### src/rtl/mc_pkg.sv
// Shared encodings for the multicycle ARM controller: FSM states, ALU selects,
// opcode classes and the DP command to ALUControl decode.
package mc_pkg;

    localparam int unsigned STATE_W = 4;
    localparam int unsigned FLAG_W  = 4;
    localparam int unsigned INSTR_W = 20;

    // FSM state encodings
    localparam logic [3:0] S_FETCH    = 4'd0;
    localparam logic [3:0] S_DECODE   = 4'd1;
    localparam logic [3:0] S_MEMADR   = 4'd2;
    localparam logic [3:0] S_MEMRD    = 4'd3;
    localparam logic [3:0] S_MEMWB    = 4'd4;
    localparam logic [3:0] S_MEMWR    = 4'd5;
    localparam logic [3:0] S_EXECUTER = 4'd6;
    localparam logic [3:0] S_EXECUTEI = 4'd7;
    localparam logic [3:0] S_ALUWB    = 4'd8;
    localparam logic [3:0] S_BRANCH   = 4'd9;

    // ALUControl encodings
    localparam logic [1:0] ALU_ADD = 2'b00;
    localparam logic [1:0] ALU_SUB = 2'b01;
    localparam logic [1:0] ALU_AND = 2'b10;
    localparam logic [1:0] ALU_ORR = 2'b11;

    // Op field encodings
    localparam logic [1:0] OP_DP    = 2'b00;
    localparam logic [1:0] OP_MEM   = 2'b01;
    localparam logic [1:0] OP_BR    = 2'b10;
    localparam logic [1:0] OP_UNDEF = 2'b11;

    // Data-processing cmd field (Funct[4:1]) values
    localparam logic [3:0] CMD_ADD = 4'b0100;
    localparam logic [3:0] CMD_SUB = 4'b0010;
    localparam logic [3:0] CMD_AND = 4'b0000;
    localparam logic [3:0] CMD_ORR = 4'b1100;

    // Map a DP cmd to ALUControl; unsupported commands fall back to ADD
    function automatic logic [1:0] alu_decode(input logic [3:0] cmd);
        logic [1:0] sel;
        case (cmd)
            CMD_ADD: sel = ALU_ADD;
            CMD_SUB: sel = ALU_SUB;
            CMD_AND: sel = ALU_AND;
            CMD_ORR: sel = ALU_ORR;
            default: sel = ALU_ADD;
        endcase
        return sel;
    endfunction

endpackage

### src/rtl/mc_condcheck.sv
// ARM condition-code evaluation: Cond and stored {N,Z,C,V} -> CondEx.
// Code 1111 never executes.
module mc_condcheck
    import mc_pkg::*;
(
    input  logic [3:0]        cond,
    input  logic [FLAG_W-1:0] flags,
    output logic              cond_ex
);

    logic n, z, c, v;
    assign {n, z, c, v} = flags;

    // Standard ARM condition table
    always_comb begin
        cond_ex = 1'b0;
        case (cond)
            4'b0000: cond_ex = z;
            4'b0001: cond_ex = ~z;
            4'b0010: cond_ex = c;
            4'b0011: cond_ex = ~c;
            4'b0100: cond_ex = n;
            4'b0101: cond_ex = ~n;
            4'b0110: cond_ex = v;
            4'b0111: cond_ex = ~v;
            4'b1000: cond_ex = c & ~z;
            4'b1001: cond_ex = ~c | z;
            4'b1010: cond_ex = ~(n ^ v);
            4'b1011: cond_ex = n ^ v;
            4'b1100: cond_ex = ~z & ~(n ^ v);
            4'b1101: cond_ex = z | (n ^ v);
            4'b1110: cond_ex = 1'b1;
            default: cond_ex = 1'b0;
        endcase
    end

endmodule

### src/rtl/mc_controller.sv
// Multicycle ARM controller: Moore FSM driving datapath enables/selects,
// plus the stored condition flags and the registered CondEx.
// Optional feature: define MC_BL_EN to support BL (writes PC+4 to R14, adds Link port).
module mc_controller
    import mc_pkg::*;
(
    input  logic               clk,
    input  logic               reset_n,
    input  logic [INSTR_W-1:0] Instr,
    input  logic [FLAG_W-1:0]  ALUFlags,
    output logic               PCWrite,
    output logic               MemWrite,
    output logic               RegWrite,
    output logic               IRWrite,
    output logic               AdrSrc,
    output logic [1:0]         ResultSrc,
    output logic [1:0]         ALUSrcA,
    output logic [1:0]         ALUSrcB,
    output logic [1:0]         ImmSrc,
    output logic [1:0]         RegSrc,
    output logic [1:0]         ALUControl,
    output logic [STATE_W-1:0] State
`ifdef MC_BL_EN
    ,
    output logic               Link
`endif
);

    logic [3:0]         cond;
    logic [1:0]         op;
    logic [5:0]         funct;
    logic [3:0]         rd;
    logic               unused_rn;

    logic [STATE_W-1:0] state;
    logic [STATE_W-1:0] next_state;
    logic [FLAG_W-1:0]  flags;
    logic               cond_ex;
    logic               condex_reg;
    logic               in_execute;
    logic               nz_we;
    logic               cv_we;
    logic [1:0]         imm_dec;
    logic [1:0]         regsrc_dec;

    assign cond      = Instr[19:16];
    assign op        = Instr[15:14];
    assign funct     = Instr[13:8];
    assign rd        = Instr[3:0];
    assign unused_rn = ^Instr[7:4];

    mc_condcheck u_condcheck (
        .cond    (cond),
        .flags   (flags),
        .cond_ex (cond_ex)
    );

    // Flag write enables: S bit set and instruction actually executing
    assign in_execute = (state == S_EXECUTER) || (state == S_EXECUTEI);
    assign nz_we      = in_execute && funct[0] && condex_reg;
    assign cv_we      = nz_we && ((funct[4:1] == CMD_ADD) || (funct[4:1] == CMD_SUB));

    // Instruction-class decode for the extend unit and register-read muxes
    assign imm_dec    = (op == OP_MEM) ? 2'b01 : ((op == OP_BR) ? 2'b10 : 2'b00);
    assign regsrc_dec = {(op == OP_MEM) && !funct[0], op == OP_BR};

    // State register
    always_ff @(posedge clk or negedge reset_n) begin
        if (!reset_n) begin
            state <= S_FETCH;
        end else begin
            state <= next_state;
        end
    end

    // Stored flags and CondEx captured in DECODE
    always_ff @(posedge clk or negedge reset_n) begin
        if (!reset_n) begin
            flags      <= '0;
            condex_reg <= 1'b0;
        end else begin
            if (state == S_DECODE) begin
                condex_reg <= cond_ex;
            end
            if (nz_we) begin
                flags[3:2] <= ALUFlags[3:2];
            end
            if (cv_we) begin
                flags[1:0] <= ALUFlags[1:0];
            end
        end
    end

    // Next-state and per-state output decode
    always_comb begin
        next_state = S_FETCH;
        PCWrite    = 1'b0;
        MemWrite   = 1'b0;
        RegWrite   = 1'b0;
        IRWrite    = 1'b0;
        AdrSrc     = 1'b0;
        ResultSrc  = 2'b00;
        ALUSrcA    = 2'b00;
        ALUSrcB    = 2'b00;
        ImmSrc     = 2'b00;
        RegSrc     = 2'b00;
        ALUControl = ALU_ADD;
`ifdef MC_BL_EN
        Link       = 1'b0;
`endif

        case (state)
            S_FETCH: begin
                IRWrite    = 1'b1;
                ALUSrcA    = 2'b01;
                ALUSrcB    = 2'b10;
                ResultSrc  = 2'b10;
                PCWrite    = 1'b1;
                next_state = S_DECODE;
            end
            S_DECODE: begin
                ALUSrcA   = 2'b01;
                ALUSrcB   = 2'b10;
                ResultSrc = 2'b10;
                case (op)
                    OP_MEM:  next_state = S_MEMADR;
                    OP_DP:   next_state = funct[5] ? S_EXECUTEI : S_EXECUTER;
                    OP_BR:   next_state = S_BRANCH;
                    default: next_state = S_FETCH;
                endcase
            end
            S_MEMADR: begin
                ALUSrcB    = 2'b01;
                next_state = funct[0] ? S_MEMRD : S_MEMWR;
            end
            S_MEMRD: begin
                AdrSrc     = 1'b1;
                next_state = S_MEMWB;
            end
            S_MEMWB: begin
                ResultSrc  = 2'b01;
                RegWrite   = condex_reg;
                next_state = S_FETCH;
            end
            S_MEMWR: begin
                AdrSrc     = 1'b1;
                MemWrite   = condex_reg;
                next_state = S_FETCH;
            end
            S_EXECUTER: begin
                ALUControl = alu_decode(funct[4:1]);
                next_state = S_ALUWB;
            end
            S_EXECUTEI: begin
                ALUSrcB    = 2'b01;
                ALUControl = alu_decode(funct[4:1]);
                next_state = S_ALUWB;
            end
            S_ALUWB: begin
                RegWrite   = condex_reg;
                PCWrite    = (rd == 4'b1111) && condex_reg;
                next_state = S_FETCH;
            end
            S_BRANCH: begin
                ALUSrcB   = 2'b01;
                ResultSrc = 2'b10;
                PCWrite   = condex_reg;
`ifdef MC_BL_EN
                if (funct[4]) begin
                    RegWrite = condex_reg;
                    Link     = 1'b1;
                end
`endif
                next_state = S_FETCH;
            end
            default: begin
                next_state = S_FETCH;
            end
        endcase

        // Extend and register-source selects follow the latched instruction
        if ((state >= S_DECODE) && (state <= S_BRANCH)) begin
            ImmSrc = imm_dec;
            RegSrc = regsrc_dec;
        end
    end

    assign State = state;

endmodule

### config.mk
export PLATFORM = sky130hd
export DESIGN_NAME = mc_controller
export DESIGN_NICKNAME = d
export VERILOG_FILES = /design/src/rtl/mc_pkg.sv /design/src/rtl/mc_condcheck.sv /design/src/rtl/mc_controller.sv
export SDC_FILE = /design/constraint.sdc
export NUM_CORES = 1
export LEC_CHECK = 0
export BUFFER_PORTS_ARGS = -buffer_cell sky130_fd_sc_hd__buf_4
export CORE_ASPECT_RATIO = 0.75
export CORE_MARGIN = 2
export CORE_UTILIZATION = 45
export CTS_BUF_LIST = sky130_fd_sc_hd__clkbuf_8
export DETAILED_ROUTE_END_ITERATION = 16
export PLACE_DENSITY = 0.81
export RECOVER_POWER = 100
export SYNTH_ARGS = -nofsm -noshare
export SYNTH_HDL_FRONTEND = slang
export SYNTH_SLANG_ARGS = --single-unit
### constraint.sdc
create_clock -name clk -period 2.08 [get_ports clk]
set_input_delay 0.416 -clock clk [delete_from_list [all_inputs] [get_ports clk]]
set_output_delay 0.416 -clock clk [all_outputs]
set_load 0.1 [all_outputs]
==> results.py <==
metrics = {
    "finish": {
        "seqCellArea_um2": 240,
        "multiInputGateArea_um2": 622,
        "diodes": 0,
        "final_util": 0.760,
        "area_growth_pct": 58.5,
        "layout.nets": 172,
        "layout-drive-gt1-share": 0.476,
        "nFillCells": 128,
    },
    "critical_path": {
        "cp_slowest_stage_delay_ns": 0.46,
        "cpLargestDelayFamily": "simple AND/OR/NAND/NOR gates",
        "cp-end-kind": "output port",
        "critPathKind": "reg -> out",
        "cp.required_ns": 1.66,
        "crit_chain": "or2_4, a21o_1, nor3b_4, and2b_4, buf_12",
        "cpMaxStageDelayCell": "dfrtp_4",
        "critPathMaxFanout": 4,
        "crit_buf_inv": 1,
        "start_kind": "flip-flop",
        "arrival_ns": 1.73,
    },
    "status": {
        "violations": "setup timing",
        "status": "finished, violations left",
    },
    "clocking": {
        "cts_buffers": 3,
        "clk_path_buf_depth": 2,
        "h-tree-depth": 1,
        "tritoncts": "built",
        "cts_root_buffer": "clkbuf_8",
        "clock-sinks": 9,
        "clock_latency_ns": 0.24,
        "clkTransAtPathRegs_ns": 0.05,
    },
    "synthesis": {
        "post_synth.cell_area_avg_um2": 8.10,
        "async_flop_share": 1.00,
        "yosys_warnings": 0,
        "synth_nets": 129,
        "synth-seq-cells": 9,
        "synth_area_leaders": "dfrtp_1 27%, nor3_1 4.2%, xnor2_1 4.2%, nor2_1 4.0%, mux2i_1 3.6%",
        "synth_cell_types": 42,
        "ys.flop_type": "dfrtp_1",
        "postSynthCellCount": 103,
        "synth.largest_area_cell": "dfrtp_1",
        "synth_edf_count": 0,
        "synthesis.area_um2": 835,
        "synthTopCellsByCount": "9 x dfrtp_1, 9 x nor2_1, 8 x nand2_1",
        "seq_area_frac_synth": 0.270,
        "synth_top_area_share": 0.270,
    },
    "floorplanning": {
        "die_y_um": 41.3,
        "num_rows": 13,
        "fp.dieW_um": 53.7,
        "die-area_mm2": 0.00222,
        "ios": 47,
        "initial_core_util": 0.480,
        "core_mm2": 0.00174,
    },
    "sta": {
        "tightest_slew_ns": 0.541,
        "fin_worst_skew_ns": 0.00468,
        "relSlewSlack": 0.641,
        "rsz0062_at_grt": "yes",
        "period_minus_slack_ns": 2.14,
        "final_hold_viol_count": 0,
        "setup_viol_count_final": 3,
        "finalCritPeriodShare": 1.03,
        "fmax_mhz": 467,
        "final_max_slew_viol_count": 0,
        "worst_slack_ns": -0.0634,
    },
    "placement": {
        "port_buffers": 41,
        "finalWeightedCongestion": 0.851,
        "dp_hpwl_um": 1650,
    },
    "route": {
        "initialDrtViolationCount": 18,
        "routedWlPerCell_um": 12.7,
        "route.antenna.remaining_nets": 0,
        "dr.pass1.iters": 4,
        "vias_per_cell": 5.33,
        "drc": 0,
        "vias": 890,
        "drt-total-wl_um": 2120,
    },
    "grt": {
        "grt_start_max_net_pins": 13,
        "antenna_found_initial": 0,
        "overflow": 0,
        "grt_pass1_wl_um": 3180,
        "globalRouteTotalUtil": 0.207,
        "grt_pass1_vias": 716,
    },
    "job": {
        "maxCapViolCount": 0,
    },
    "worst_hold_path": {
        "hp-class": "in -> reg",
    },
}
## final timing paths
| kind | cells after the start | start | slack [ns] | end |
|---|---|---|---|---|
| worst max-delay path | 5 | State[2] | -0.06 | RegSrc[1] |
| worst min-delay path | 2 | ALUFlags[0] | 0.39 | flags[0] |
| worst max register to register | 7 | State[2] | 0.27 | flags[0] |
| worst min register to register | 1 | flags[1] | 0.55 | flags[1] |
| max in group asynchronous | 2 | reset_n | 1.10 | State[3] |
| min in group asynchronous | 2 | reset_n | 0.63 | flags[1] |
## placed cells by master (no fill, tap or decap), types with 2 or more instances in the layout
master     n
a21oi_1    4
buf_4     28
buf_6      6
clkbuf_2   4
clkbuf_4   6
clkbuf_8   3
dfrtp_1    5
dfrtp_4    4
inv_1      3
mux2_1     2
mux2_2     2
mux2i_1    3
nand2_1    7
nand2b_1   3
nand3b_1   2
nor2_1     8
nor2b_1    3
nor3_1     6
nor3_4     3
nor3b_1    2
o21ai_0    4
xnor2_1    4
xor2_1     2
## layout make-up
| type | count | area share |
|---|---|---|
| multi-input combinational | 82 | 0.470 |
| clock inverter | 1 | 0.00284 |
| tap | 22 | 0.0208 |
| inverter | 2 | 0.00568 |
| sequential | 9 | 0.182 |
| clock buffer | 3 | 0.0312 |
| timing repair buffer | 48 | 0.288 |
## kinds of logic (layout without fill, tap and decap cells)
group / after synthesis / after routing / share of synthesized area
buffers and inverters: 12 / 54 / 0.0810
and+or+nand+nor: 47 / 47 / 0.328
other: 1 / 1 / 0.00449
xor gates and xnor gates: 6 / 6 / 0.0630
AOI/OAI and AO/OA: 21 / 21 / 0.163
DFF: 9 / 9 / 0.270
muxes: 7 / 7 / 0.0900
## routing by layer
layer	vias to the layer above	wire length (um)	track usage
met5	-	0	0
met1	417	964	0.276
met3	5	97	0.0464
li1	446	-	-
met2	22	1030	0.326
met4	0	34	0.0962
## timing repair
action                                  in CTS  in global routing
endpoints found under the setup margin       8                  8
buffers inserted                             0                  1
hold endpoints to repair                     9                  0
pin swaps                                    4                  0
gates resized for setup                      8                  4
hold buffers                                 1                  0
## metrics by stage
step / std cells / instance area (um2) / setup WS (ns) / hold slack [ns] / setup TNS, ns
6_report: 167 / 1320 / -0.0634 / 0.391 / -0.146
5_1_grt: 167 / 1320 / -0.147 / 0.392 / -0.472
4_1_cts: 166 / 1330 / -0.0737 / 0.390 / -0.165
3_5_place_dp: 161 / 1240 / 0.00771 / 0.240 / 0
3_3_place_gp: 161 / 1240 / 0.0212 / 0.241 / 0
2_1_floorplan: 103 / 945 / -1.12 / 0.120 / -9.95
Power is not shown: default switching activity piles up to over one toggle a cycle in this logic, so the estimate is an artifact.
